## src/rtl/fetch_sequencer.sv

```systemverilog
// Fetch-stage sequencer: owns the PC, applies the single delay-slot redirect, and freezes fetch on hazard or counted stalls.
// Optional FETCH_SEQ_PERF_EN adds free-running stall and redirect counters.
//
// state | meaning
// BOOT  | one post-reset cycle, NOP to decode, PC at RESET_PC
// RUN   | normal sequential fetch, PC advances by 4
// DELAY | fetching the delay slot; the pending target loads next
// HOLD  | level stall from the hazard unit, PC frozen, NOP to decode
// MC    | counted multi-cycle stall, PC frozen, NOP to decode
module fetch_sequencer #(
  parameter logic [31:0] RESET_PC = 32'h00400000,
  parameter int          CNT_W    = 4
) (
  input  logic             clk,
  input  logic             reset,
  input  logic             stall_in,
  input  logic             mc_start_in,
  input  logic [CNT_W-1:0] mc_cycles_in,
  input  logic             redirect_in,
  input  logic [31:0]      redirect_target_in,
  output logic [31:0]      pc_out,
  output logic             pc_en_out,
  output logic             nop_sel_out,
  output logic             fetch_valid_out,
`ifdef FETCH_SEQ_PERF_EN
  output logic [31:0]      stall_count_out,
  output logic [31:0]      redirect_count_out,
`endif
  output logic [2:0]       state_out
);

  typedef enum logic [2:0] {
    S_BOOT  = 3'd0,
    S_RUN   = 3'd1,
    S_DELAY = 3'd2,
    S_HOLD  = 3'd3,
    S_MC    = 3'd4
  } state_t;

  localparam logic [CNT_W-1:0] CNT_ONE = CNT_W'(1);

  // Plain vector rather than state_t so the illegal codes 5-7 stay representable.
  logic [2:0]       state_q;
  logic [2:0]       ret_q;
  logic [31:0]      pc_q;
  logic [31:0]      target_q;
  logic [CNT_W-1:0] cnt_q;
  logic [31:0]      pc_next;
  logic             mc_go;
  logic             fetching;

  assign pc_next  = pc_q + 32'd4;
  assign mc_go    = mc_start_in && (mc_cycles_in != '0);
  assign fetching = (state_q == S_RUN) || (state_q == S_DELAY);

  always_ff @(posedge clk) begin
    if (!reset) begin
      state_q  <= S_BOOT;
      ret_q    <= S_RUN;
      pc_q     <= RESET_PC;
      target_q <= '0;
      cnt_q    <= '0;
    end else begin
      case (state_q)
        S_BOOT: state_q <= S_RUN;
        S_RUN: begin
          if (mc_go) begin
            // The current fetch is kept; the PC step is deferred to the end of the stall.
            cnt_q   <= mc_cycles_in;
            state_q <= S_MC;
            if (redirect_in) begin
              target_q <= redirect_target_in;
              ret_q    <= S_DELAY;
            end else begin
              ret_q <= S_RUN;
            end
          end else if (stall_in) begin
            ret_q   <= S_RUN;
            state_q <= S_HOLD;
          end else if (redirect_in) begin
            target_q <= redirect_target_in;
            pc_q     <= pc_next;
            state_q  <= S_DELAY;
          end else begin
            pc_q <= pc_next;
          end
        end
        S_DELAY: begin
          if (stall_in) begin
            ret_q   <= S_DELAY;
            state_q <= S_HOLD;
          end else begin
            pc_q    <= target_q;
            state_q <= S_RUN;
          end
        end
        S_HOLD: begin
          if (!stall_in) state_q <= ret_q;
        end
        S_MC: begin
          if (cnt_q <= CNT_ONE) begin
            cnt_q   <= '0;
            pc_q    <= pc_next;
            state_q <= stall_in ? S_HOLD : ret_q;
          end else begin
            cnt_q <= cnt_q - CNT_ONE;
          end
        end
        default: state_q <= S_BOOT;
      endcase
    end
  end

`ifdef FETCH_SEQ_PERF_EN
  logic [31:0] stall_cnt_q;
  logic [31:0] redir_cnt_q;

  always_ff @(posedge clk) begin
    if (!reset) begin
      stall_cnt_q <= '0;
      redir_cnt_q <= '0;
    end else begin
      if ((state_q == S_HOLD) || (state_q == S_MC)) stall_cnt_q <= stall_cnt_q + 32'd1;
      if ((state_q == S_RUN) && redirect_in && (mc_go || !stall_in))
        redir_cnt_q <= redir_cnt_q + 32'd1;
    end
  end

  assign stall_count_out    = stall_cnt_q;
  assign redirect_count_out = redir_cnt_q;
`endif

  assign pc_out          = pc_q;
  assign pc_en_out       = fetching;
  assign nop_sel_out     = !fetching;
  assign fetch_valid_out = fetching;
  assign state_out       = state_q;

endmodule

```

## config.mk

```make
export PLATFORM = sky130hd
export DESIGN_NAME = fetch_sequencer
export DESIGN_NICKNAME = d
export VERILOG_FILES = /design/src/rtl/fetch_sequencer.sv
export SDC_FILE = /design/constraint.sdc
export NUM_CORES = 1
export LEC_CHECK = 0
export ABC_AREA = 1
export CAP_MARGIN = 10
export CORE_AREA = 2 2 94 96
export DETAILED_ROUTE_END_ITERATION = 10
export DIE_AREA = 0 0 96 98
export PLACE_DENSITY = 0.77
export SLEW_MARGIN = 10
export SYNTH_ARGS = -nofsm -noshare
export SYNTH_HDL_FRONTEND = slang
export SYNTH_SLANG_ARGS = --single-unit
```

## constraint.sdc

```tcl
create_clock -name clk -period 1.9 [get_ports clk]
set_input_delay 0.475 -clock clk [delete_from_list [all_inputs] [get_ports clk]]
set_output_delay 0.475 -clock clk [all_outputs]
set_load 0.01 [all_outputs]
```

==> run summary <==
GRT Total Usage -> 25.4%
met3 WL -> 593 microns
die width -> 96 microns
layout cells sized above 1 -> 12.5%
clk_lat worst skew -> 350 ps
Max Clock Skew -> 5.39 ps
grt ovf -> 0
Met2 Routed Length -> 5.56 mm
Synth area leader -> dfxtp_1
most frequent cells after synthesis -> 163 x nand2_1, 139 x nor2_1, 73 x dfxtp_1
Synth Register Bits -> 73
Mapped Cells -> 655
Buf+Inv Stages, Crit Path -> 1
CORE AREA -> 8470 sq um
Max Buffers Root-to-Sink -> 2
setup ws final -> 45.3 ps
final total power -> 5.58 mW
Fin. Hold Viols -> 0
die area -> 9410 sq um
Routed Antenna Nets -> 0
Mapped Area -> 4080 sq um
Die Y-Extent -> 98 microns
cts bufs inserted -> 9
Crit path largest cell delay -> 580 ps
IO Port Bufs -> 78
initial antenna violation count -> 0
Rows -> 34
Critical Path AT -> 1380 ps
Final nets -> 789
1st-iter DRT viols -> 193
Ys Warns -> 0
Boundary Pins -> 79
Met1 Wirelength -> 5.23 mm
pin count of the biggest net entering global routing -> 36
syn_nets -> 699
Post-CTS Setup Bufs -> 0
crit path max fanout -> 7
VDD IR max -> 0.481 mV
total wire length -> 11.5 mm
Area growth syn-to-layout -> 32.1%
Slew Viols, Final -> 0
Initial Util -> 48.1%
R2R Setup Slk -> 130 ps
number of global-route vias before repair -> 4126
share of the synthesized area in the top cell type -> 35.9%
Antenna diodes -> 0
Leakage Power -> 2.16 nW
Final Cell Area -> 5380 sq um
detailed placer's ending HPWL -> 8.73 mm
DR DRC count -> 0
GP Congestion -> 0.925
Place WS -> -121 ps
clk sink count -> 73
final setup fails -> 0
Slew @ Worst Pin -> 381 ps
maxcap violations -> 0
most frequent cell after synthesis -> nand2_1
ys async rst share -> 0%
root buffer cell -> clkbuf_8
dpl cell area -> 5100 sq um
Vias/cell -> 5.17
Setup crit end kind -> output pin
CP Launch Type -> flop
Worst path slowest cell -> clkdlybuf4s50_1
DR WL/cell -> 13.4 microns
worst path cell trace -> clkdlybuf4s50_1
Avg Inst Size Synth -> 6.22 sq um
register area share after synthesis -> 35.9%
Final min period -> 1850 ps
first-pass GRT wire length -> 19.0 mm
count of different cell masters after synthesis -> 34
fmax -> 539 MHz
Area contributors post-synth -> dfxtp_1 36%, nand2_1 15%, nor2_1 13%
H-Tree Level Count -> 3
Primary FF master, synth -> dfxtp_1
outcome -> completed
Pwr Density -> 1040 nW/um^2
final core occ -> 63.6%
fill cell count -> 796
TritonRoute pass-1 iters -> 5
cell family with the largest share of critical-path delay -> buffers and inverters
highest routed layer -> met4
Required @ worst endpoint -> 1420 ps
CP Class -> flop to output pin
CTS clk-pin slew, worst paths -> 80 ps
Slew headroom -> 74.5%
CTS tree -> done
Post-synth EDFFs -> 0
Hold WC Path Type -> flop to flop
Setup TNS -> 0 ps
crit share post-route -> 97.6%
Vias -> 4435
worst reg2reg max path: cells and delay by family, from the launching register on:
family / cells / cell delay [ps]
AO/OA/AOI/OAI: 1 / 190
adder cells (fa/ha/maj): 1 / 270
flip-flops: 1 / 420
AND/OR/NAND/NOR: 6 / 780
sequential cells by signal (all words and copies together), names as in the netlist:
register,cells
cnt_q,4
pc_out,32
ret_q,2
state_out,3
target_q,32
stage by stage:
stage | hold WS, ps | cells
floorplan | 425 | 655
global placement | 436 | 842
detailed placement | 440 | 842
CTS | 452 | 858
global route | 475 | 858
finish | 456 | 858
cell families (layout without fill, tap and decap cells):
group / Yosys count / in the layout / synth area share (%)
compound gates: 118 / 118 / 15.2
xor+xnor: 5 / 5 / 1.07
fa+ha+maj: 3 / 3 / 0.921
buf+inv: 88 / 183 / 9.33
flops: 73 / 73 / 35.9
simple gates: 368 / 368 / 37.6
where the power goes:
part	internal, mW	leakage [nW]	switching, mW
clock	0.753	0.110	0.643
sequential	1.81	0.602	0.307
combinational	0.963	1.44	1.10
total	3.52	2.16	2.05
final cells by class:
cell class / count / area (sq um) / share of cell area, %
multi-input cells: 494 / 2260 / 42.0
flip-flops and latches: 73 / 1480 / 27.6
repair buffers: 105 / 1040 / 19.2
inverters: 62 / 241 / 4.49
well taps: 108 / 135 / 2.51
clock buffers: 9 / 124 / 2.30
clock inverters: 7 / 103 / 1.91
per-layer routing:
layer | vias to the layer above | GRT usage (%)
li1 | 2261 | -
met4 | 0 | 6.92
met5 | - | 0
met1 | 2032 | 33.6
met2 | 130 | 41.3
met3 | 12 | 5.63
cell usage in the layout, fill, tap and decap left out, drive strengths merged:
| cell | instances |
|---|---|
| nor2 | 144 |
| or2 | 5 |
| a21oi | 37 |
| nand2 | 170 |
| clkinvlp | 1 |
| ha | 3 |
| dfxtp | 73 |
| xnor2 | 3 |
| o211ai | 1 |
| bufinv | 2 |
| dlygate4sd2 | 3 |
| dlymetal6s2s | 1 |
| a31o | 1 |
| xor2 | 2 |
| nand3b | 1 |
| o21ai | 76 |
| clkbuf | 9 |
| nand3 | 42 |
| nand4 | 4 |
| clkinv | 4 |
| clkdlybuf4s50 | 74 |
| nor3 | 2 |
| a31oi | 2 |
| inv | 62 |
| buf | 27 |
| a211oi | 1 |
final timing paths:
| kind | depth (start not counted) | end | start |
|---|---|---|---|
| setup reg to reg | 8 | pc_out[22] | pc_out[3] |
| hold / removal | 2 | target_q[12] | target_q[12] |
| hold reg to reg | 2 | target_q[12] | target_q[12] |
| setup / recovery | 1 | pc_out[26] | pc_out[26] |
timing repair:
action | CTS | global route
hold buffers | 0 | 0
gates resized for setup | 11 | 19
endpoints found under the setup margin | 6 | 41
(Power assumes the default switching activity.)
